<file path="src/rtl/mips_multicycle.sv">
// Multi-cycle MIPS core (add/sub/and/or/slt, addi/andi/ori/lw/sw/beq/j) with a single
// unified req/ready memory port; a state machine sequences each instruction.
module mips_multicycle #(
    parameter logic [31:0] RESET_PC = 32'h0000_0000,
    parameter int          ADDR_W   = 32
) (
    input  logic              clk,
    input  logic              reset,
    output logic              memReq_out,
    output logic              memWe_out,
    output logic [ADDR_W-1:0] memAddr_out,
    output logic [31:0]       memWData_out,
    input  logic [31:0]       memRData_in,
    input  logic              memReady_in,
    output logic [31:0]       pc_out,
    output logic              halted_out,
    output logic [31:0]       retired_out
);

    localparam logic [2:0] S_IDLE   = 3'd0;
    localparam logic [2:0] S_FETCH  = 3'd1;
    localparam logic [2:0] S_DECODE = 3'd2;
    localparam logic [2:0] S_EXEC   = 3'd3;
    localparam logic [2:0] S_MEM    = 3'd4;
    localparam logic [2:0] S_WB     = 3'd5;
    localparam logic [2:0] S_HALT   = 3'd6;

    localparam logic [5:0] OP_R    = 6'h00;
    localparam logic [5:0] OP_J    = 6'h02;
    localparam logic [5:0] OP_BEQ  = 6'h04;
    localparam logic [5:0] OP_ADDI = 6'h08;
    localparam logic [5:0] OP_ANDI = 6'h0C;
    localparam logic [5:0] OP_ORI  = 6'h0D;
    localparam logic [5:0] OP_LW   = 6'h23;
    localparam logic [5:0] OP_SW   = 6'h2B;

    localparam logic [5:0] F_ADD = 6'h20;
    localparam logic [5:0] F_SUB = 6'h22;
    localparam logic [5:0] F_AND = 6'h24;
    localparam logic [5:0] F_OR  = 6'h25;
    localparam logic [5:0] F_SLT = 6'h2A;

    logic [2:0]  state_q, state_d;
    logic [31:0] pc_q, pc_d;
    logic [31:0] ir_q, ir_d;
    logic [31:0] a_q, a_d;
    logic [31:0] b_q, b_d;
    logic [31:0] alu_q, alu_d;
    logic [31:0] mdr_q, mdr_d;
    logic [31:0] retired_q, retired_d;

    logic [31:0] rf_q [32];
    logic        rf_we;
    logic [4:0]  rf_waddr;
    logic [31:0] rf_wdata;

    logic [5:0]  op, funct;
    logic [4:0]  rs, rt, rd;
    logic [15:0] imm;
    logic [31:0] imm_sext, imm_zext, alu_b, alu_y, br_off;
    logic        is_r, legal;

    assign op       = ir_q[31:26];
    assign rs       = ir_q[25:21];
    assign rt       = ir_q[20:16];
    assign rd       = ir_q[15:11];
    assign funct    = ir_q[5:0];
    assign imm      = ir_q[15:0];
    assign is_r     = (op == OP_R);
    assign imm_sext = {{16{imm[15]}}, imm};
    assign imm_zext = {16'h0000, imm};
    assign br_off   = {imm_sext[29:0], 2'b00};

    always_comb begin
        legal = 1'b0;
        case (op)
            OP_R:    legal = (funct inside {F_ADD, F_SUB, F_AND, F_OR, F_SLT});
            OP_J, OP_BEQ, OP_ADDI, OP_ANDI, OP_ORI, OP_LW, OP_SW: legal = 1'b1;
            default: legal = 1'b0;
        endcase
    end

    // Logical immediates are zero-extended; everything else sign-extends.
    always_comb begin
        alu_b = is_r ? b_q : (((op == OP_ANDI) || (op == OP_ORI)) ? imm_zext : imm_sext);
        alu_y = a_q + alu_b;
        if (is_r) begin
            case (funct)
                F_SUB:   alu_y = a_q - alu_b;
                F_AND:   alu_y = a_q & alu_b;
                F_OR:    alu_y = a_q | alu_b;
                F_SLT:   alu_y = ($signed(a_q) < $signed(alu_b)) ? 32'd1 : 32'd0;
                default: alu_y = a_q + alu_b;
            endcase
        end else if (op == OP_ANDI) begin
            alu_y = a_q & alu_b;
        end else if (op == OP_ORI) begin
            alu_y = a_q | alu_b;
        end
    end

    always_comb begin
        state_d   = state_q;
        pc_d      = pc_q;
        ir_d      = ir_q;
        a_d       = a_q;
        b_d       = b_q;
        alu_d     = alu_q;
        mdr_d     = mdr_q;
        retired_d = retired_q;
        rf_we     = 1'b0;
        rf_waddr  = is_r ? rd : rt;
        rf_wdata  = (op == OP_LW) ? mdr_q : alu_q;
        case (state_q)
            S_IDLE: state_d = S_FETCH;
            S_FETCH: begin
                if (memReady_in) begin
                    ir_d    = memRData_in;
                    pc_d    = pc_q + 32'd4;
                    state_d = S_DECODE;
                end
            end
            S_DECODE: begin
                a_d = (rs == 5'd0) ? 32'd0 : rf_q[rs];
                b_d = (rt == 5'd0) ? 32'd0 : rf_q[rt];
                if (op == OP_J) begin
                    pc_d      = {pc_q[31:28], ir_q[25:0], 2'b00};
                    retired_d = retired_q + 32'd1;
                    state_d   = S_FETCH;
                end else if (!legal) begin
                    state_d = S_HALT;
                end else begin
                    state_d = S_EXEC;
                end
            end
            S_EXEC: begin
                alu_d = alu_y;
                if (op == OP_BEQ) begin
                    if (a_q == b_q) pc_d = pc_q + br_off;
                    retired_d = retired_q + 32'd1;
                    state_d   = S_FETCH;
                end else if ((op == OP_LW) || (op == OP_SW)) begin
                    state_d = S_MEM;
                end else begin
                    state_d = S_WB;
                end
            end
            S_MEM: begin
                if (memReady_in) begin
                    if (op == OP_SW) begin
                        retired_d = retired_q + 32'd1;
                        state_d   = S_FETCH;
                    end else begin
                        mdr_d   = memRData_in;
                        state_d = S_WB;
                    end
                end
            end
            S_WB: begin
                rf_we     = (rf_waddr != 5'd0);
                retired_d = retired_q + 32'd1;
                state_d   = S_FETCH;
            end
            default: state_d = S_HALT;
        endcase
    end

    always_ff @(posedge clk or negedge reset) begin
        if (!reset) begin
            state_q   <= S_IDLE;
            pc_q      <= RESET_PC;
            ir_q      <= '0;
            a_q       <= '0;
            b_q       <= '0;
            alu_q     <= '0;
            mdr_q     <= '0;
            retired_q <= '0;
        end else begin
            state_q   <= state_d;
            pc_q      <= pc_d;
            ir_q      <= ir_d;
            a_q       <= a_d;
            b_q       <= b_d;
            alu_q     <= alu_d;
            mdr_q     <= mdr_d;
            retired_q <= retired_d;
        end
    end

    // Register file is deliberately left uninitialised by reset.
    always_ff @(posedge clk) begin
        if (rf_we) rf_q[rf_waddr] <= rf_wdata;
    end

    // Port signals decode straight from state so an async reset clears them at once.
    logic [31:0] addr_full;
    logic        unused_bits;

    assign addr_full    = (state_q == S_FETCH) ? pc_q : ((state_q == S_MEM) ? alu_q : 32'd0);
    assign memReq_out   = (state_q == S_FETCH) || (state_q == S_MEM);
    assign memWe_out    = (state_q == S_MEM) && (op == OP_SW);
    assign memAddr_out  = {addr_full[ADDR_W-1:2], 2'b00};
    assign memWData_out = memWe_out ? b_q : 32'd0;
    assign pc_out       = pc_q;
    assign halted_out   = (state_q == S_HALT);
    assign retired_out  = retired_q;
    assign unused_bits  = ^{addr_full, ir_q[10:6]};

endmodule

</file>
<file path="config.mk">
export PLATFORM = sky130hd
export DESIGN_NAME = mips_multicycle
export DESIGN_NICKNAME = d
export VERILOG_FILES = /design/src/rtl/mips_multicycle.sv
export SDC_FILE = /design/constraint.sdc
export NUM_CORES = 2
export LEC_CHECK = 0
export BUFFER_PORTS_ARGS = -buffer_cell sky130_fd_sc_hd__buf_2
export CAP_MARGIN = 20
export CORE_UTILIZATION = 31
export DETAILED_ROUTE_END_ITERATION = 8
export PLACE_DENSITY = 0.44
export SYNTH_ARGS = -nofsm -noshare
export SYNTH_HDL_FRONTEND = slang
export SYNTH_SLANG_ARGS = --single-unit
</file>
<file path="constraint.sdc">
create_clock -name clk -period 4.6 [get_ports clk]
set_input_delay 0.92 -clock clk [delete_from_list [all_inputs] [get_ports clk]]
set_output_delay 0.92 -clock clk [all_outputs]
set_load 0.1 [all_outputs]
</file>
==> report_table.html <==
<table>
<tr><th>Metric</th><th>Value</th></tr>
<tr><th colspan="2">Worst setup path</th></tr>
<tr><td>Slack of the worst reg-to-reg path</td><td>0.23 ns</td></tr>
<tr><td>Worst flop-to-flop path endpoint</td><td>alu_q[28]$_DFFE_PN0P_</td></tr>
<tr><td>Arrival time at the worst endpoint</td><td>5.05 ns</td></tr>
<tr><td>Launching point of the worst reg2reg path</td><td>ir_q[27]$_DFFE_PN0P_</td></tr>
<tr><td>Critical path class</td><td>flop to flop</td></tr>
<tr><td>Length in cells of the worst reg-to-reg path</td><td>16</td></tr>
<tr><td>Kind of launch point of the worst setup path</td><td>flop</td></tr>
<tr><td>Highest net fanout along the worst path</td><td>7</td></tr>
<tr><td>Endpoint class of the critical path</td><td>flop</td></tr>
<tr><td>CP required</td><td>5.28 ns</td></tr>
<tr><th colspan="2">Floorplanning</th></tr>
<tr><td>Y dimension of the die</td><td>458.7 um</td></tr>
<tr><td>Core area</td><td>207300 sq um</td></tr>
<tr><td>Horiz. Die Dim</td><td>458.7 um</td></tr>
<tr><td>IO Count</td><td>166</td></tr>
<tr><td>Starting density of the core</td><td>0.3120</td></tr>
<tr><td>Die Outline Area</td><td>210400 sq um</td></tr>
<tr><td>Placement Rows</td><td>167</td></tr>
<tr><th colspan="2">Global route</th></tr>
<tr><td>Met3 track demand over resource in global routing</td><td>0.03306</td></tr>
<tr><td>Number of antenna violations at the first check in global routing</td><td>12</td></tr>
<tr><td>Vias in the first global route</td><td>41.64k</td></tr>
<tr><td>Met1 track utilization from global routing</td><td>0.3153</td></tr>
<tr><td>Met2 track demand over resource</td><td>0.3545</td></tr>
<tr><td>First-pass GRT wire length</td><td>331.4 mm</td></tr>
<tr><td>Total global routing track utilization</td><td>0.2235</td></tr>
<tr><td>Overflow left after global routing</td><td>0</td></tr>
<tr><td>Maximum number of pins on one net before global-route repair</td><td>123</td></tr>
<tr><td>Most Crowded Layer GR</td><td>met2</td></tr>
<tr><th colspan="2">Clock tree</th></tr>
<tr><td>Clock root cell</td><td>clkbuf_16</td></tr>
<tr><td>CTS max path bufs</td><td>3</td></tr>
<tr><td>Clk pin slew, worst setup/hold paths</td><td>0.07 ns</td></tr>
<tr><td>CTS Sinks</td><td>1249</td></tr>
<tr><td>TritonCTS clock tree</td><td>built</td></tr>
<tr><td>Number of buffers created by CTS</td><td>148</td></tr>
<tr><td>Clock latency at the later pin of the worst-skew pair</td><td>0.82 ns</td></tr>
<tr><td>Setup Buffers After CTS</td><td>0</td></tr>
<tr><td># H-tree levels</td><td>4</td></tr>
<tr><th colspan="2">Synthesis</th></tr>
<tr><td>Flops &amp; latches, synth</td><td>1249</td></tr>
<tr><td>Dominant cell type by area after synthesis</td><td>edfxtp_1</td></tr>
<tr><td>Number of cells produced by synthesis</td><td>4164</td></tr>
<tr><td>Yosys warns</td><td>0</td></tr>
<tr><td>Post-synthesis cell area</td><td>64670 sq um</td></tr>
<tr><td>Most frequent cells after synthesis</td><td>1024 x edfxtp_1, 576 x mux4_2, 252 x nand2_1, 225 x dfrtp_1, 200 x mux2_2</td></tr>
<tr><td>Mean instance size in the synthesized netlist</td><td>15.53 sq um</td></tr>
<tr><td>Post-synth cell types</td><td>95</td></tr>
<tr><td>Main area contributors after synthesis</td><td>edfxtp_1 48%, mux4_2 20%, dfrtp_1 8.7%</td></tr>
<tr><td>Number of flops mapped to enable cells by yosys</td><td>1024</td></tr>
<tr><td>Portion of synthesized cell area occupied by the leading cell type</td><td>0.4755</td></tr>
<tr><td>Most common cell in the netlist</td><td>edfxtp_1</td></tr>
<tr><td>Share of the yosys chip area belonging to registers</td><td>0.5626</td></tr>
<tr><td>Main synth FF type</td><td>edfxtp_1</td></tr>
<tr><td>Post-synth ARST share</td><td>0.1801</td></tr>
<tr><th colspan="2">Detailed routing</th></tr>
<tr><td>Wirelength per Cell</td><td>32.19 um</td></tr>
<tr><td>First drt pass iteration count</td><td>5</td></tr>
<tr><td>Aggregate routed wire length</td><td>236.3 mm</td></tr>
<tr><td>Residual DRC</td><td>0</td></tr>
<tr><td>Vias</td><td>41.14k</td></tr>
<tr><td>Number of nets with antenna violations after routing</td><td>0</td></tr>
<tr><td>Detailed-route vias per instance</td><td>5.606</td></tr>
<tr><td>Detailed Route Iter0 Violations</td><td>4039</td></tr>
<tr><th colspan="2">Timing</th></tr>
<tr><td>Setup TNS</td><td>0 ns</td></tr>
<tr><td>Max Transition Viols Final</td><td>0</td></tr>
<tr><td>Max-Slew Margin vs Limit</td><td>0.2626</td></tr>
<tr><td>Final hold slack</td><td>0.04589 ns</td></tr>
<tr><td>Post-layout minimum cycle time</td><td>4.371 ns</td></tr>
<tr><td>Number of hold violations in the final report</td><td>0</td></tr>
<tr><td>Share of the clock period used by the worst path after layout</td><td>0.9501</td></tr>
<tr><td>Final setup vio count</td><td>0</td></tr>
<tr><td>Max Clk Rate</td><td>228.8 MHz</td></tr>
<tr><td>Worst Tran Pin Value</td><td>1.106 ns</td></tr>
<tr><td>Largest clock skew in the final design</td><td>0.04859 ns</td></tr>
<tr><td>Least setup slack across all paths after layout</td><td>0.2295 ns</td></tr>
<tr><td>Unrepaired setup endpoints after global routing</td><td>false</td></tr>
<tr><th colspan="2">Pwr</th></tr>
<tr><td>Part of the total power dissipated in combinational logic</td><td>0.497</td></tr>
<tr><td>Internal Pwr Total</td><td>32.47 mW</td></tr>
<tr><td>Worst vdd ir</td><td>0.5293 mV</td></tr>
<tr><td>Clock share of power</td><td>0.208</td></tr>
<tr><td>Fraction of power spent switching nets</td><td>0.4284</td></tr>
<tr><td>Net switching power</td><td>24.33 mW</td></tr>
<tr><td>Leak pwr</td><td>26.19 nW</td></tr>
<tr><td>P per Cell Area</td><td>754.7 nW/um^2</td></tr>
<tr><td>Sequential cell fraction of total power</td><td>0.295</td></tr>
<tr><th colspan="2">Placement</th></tr>
<tr><td>Post-place setup slack</td><td>0.2001 ns</td></tr>
<tr><td>Sum of net half-perimeters after detailed placement</td><td>151.2 mm</td></tr>
<tr><td>Final RePlAce weighted congestion</td><td>0.9278</td></tr>
<tr><td>Cell Area, Placed</td><td>70410 sq um</td></tr>
<tr><td>Input/output buffers</td><td>161</td></tr>
<tr><th colspan="2">Final layout</th></tr>
<tr><td>Area grow syn2layout</td><td>16.39%</td></tr>
<tr><td>Share of cells above drive strength 1</td><td>0.3193</td></tr>
<tr><td>Post-route standard cell area excluding fillers</td><td>75270 sq um</td></tr>
<tr><td>Final layout net count</td><td>4590</td></tr>
<tr><th colspan="2">Hold path</th></tr>
<tr><td>Path class of the lowest-slack min-delay path</td><td>primary input to asynchronous set/reset pin</td></tr>
<tr><th colspan="2">Outcome</th></tr>
<tr><td>Run status</td><td>complete, no violations</td></tr>
<tr><th colspan="2">Run</th></tr>
<tr><td>Max Cap Violations</td><td>0</td></tr>
</table>
worst max-delay path: stages (launching register included):
cell      delay (ns)
dfrtp_1         0.44
nor4_4          0.29
and2_2          0.33
a21o_1          0.22
ha_1            0.21
inv_1           0.07
fa_1            0.44
nor2b_1         0.17
o221ai_1        0.21
a21oi_1         0.12
o211a_1         0.29
nor3_1          0.37
o211ai_1        0.29
a211oi_1        0.37
mux2i_1         0.12
nor3_1          0.19
o32ai_1         0.10
flip-flops by register name (all words and copies together), names as in the netlist:
register     flops
pc_out          30
alu_q           32
mdr_q           32
retired_out     32
state_q          3
ir_q            32
b_q             32
rf_q          1024
a_q             32
metrics by stage:
stage / util / total power, mW / std cells
after floorplan: - / 34.95 / 4199
after global placement: 0.3397 / 45.13 / 7062
after detailed placement: 0.3397 / 45.08 / 7062
after CTS: 0.3630 / 57.03 / 7335
after global routing: 0.3631 / 59.34 / 7336
final: 0.3631 / 56.80 / 7339
power groups by stage:
stage	Clock [mW]	Combinational [mW]	Sequential, mW
global route	12.5	30.0	16.9
detailed placement	0	28.1	17.0
CTS	12.1	28.2	16.8
global placement	0	28.2	17.0
finish	11.8	28.2	16.8
floorplan	0	18.4	16.5
routing by layer:
layer	wire [um]	vias up
li1	-	17280
met1	105100	22000
met2	109900	1544
met3	14110	319
met4	7154	2
met5	20	-
area by class of cell:
type	instances	area, sq um
timing repair buffer	366	2980
clock buffer	189	3950
clock inverter	84	880.8
tap	2788	3488
antenna	4	10.01
multi-input combinational	2542	27110
inverter	117	439.2
sequential	1249	36410
fill	19720	132000
repair_timing:
action                     4_1_cts  5_1_grt
resized for setup                0        5
hold buffers                     0        0
setup endpoints to repair        0       11
how the worst max path moves through the flow:
stage / slack, ns / from / end
finish: 0.23 / ir_q[27]$_DFFE_PN0P_ / alu_q[28]$_DFFE_PN0P_
global route: 0.007 / ir_q[27]$_DFFE_PN0P_ / alu_q[24]$_DFFE_PN0P_
CTS: 0.13 / ir_q[27]$_DFFE_PN0P_ / alu_q[30]$_DFFE_PN0P_
detailed placement: 0.20 / ir_q[27]$_DFFE_PN0P_ / alu_q[30]$_DFFE_PN0P_
global placement: 0.21 / ir_q[27]$_DFFE_PN0P_ / alu_q[31]$_DFFE_PN0P_
floorplan: 0.09 / ir_q[27]$_DFFE_PN0P_ / alu_q[18]$_DFFE_PN0P_
cells by family (layout without fill, tap and decap cells):
logic type / Yosys count / after routing / share of synthesized area
multiplexers: 818 / 818 / 0.2419
buffers and inverters: 408 / 756 / 0.02525
flip-flops: 1249 / 1249 / 0.5626
other: 1 / 40 / 0.00005799
adder cells (fa/ha/maj): 131 / 131 / 0.02569
AO/OA/AOI/OAI: 708 / 708 / 0.07354
XOR/XNOR: 132 / 132 / 0.01788
AND/OR/NAND/NOR: 717 / 717 / 0.05307
layout by cell type, fill, tap and decap left out, types with 50 or more instances in the layout:
cell and instances:
dfrtp_1 215, xor2_1 65, nor2b_1 57, nand2_1 250
buf_2 160, edfxtp_1 1024, mux4_2 576, mux2_2 200
o22ai_1 85, o21ai_0 148, ha_1 128, nor2_1 125
buf_4 155, inv_1 115, xnor2_1 67, a21oi_1 141
clkbuf_16 150, buf_12 50
(Power assumes the default switching activity.)
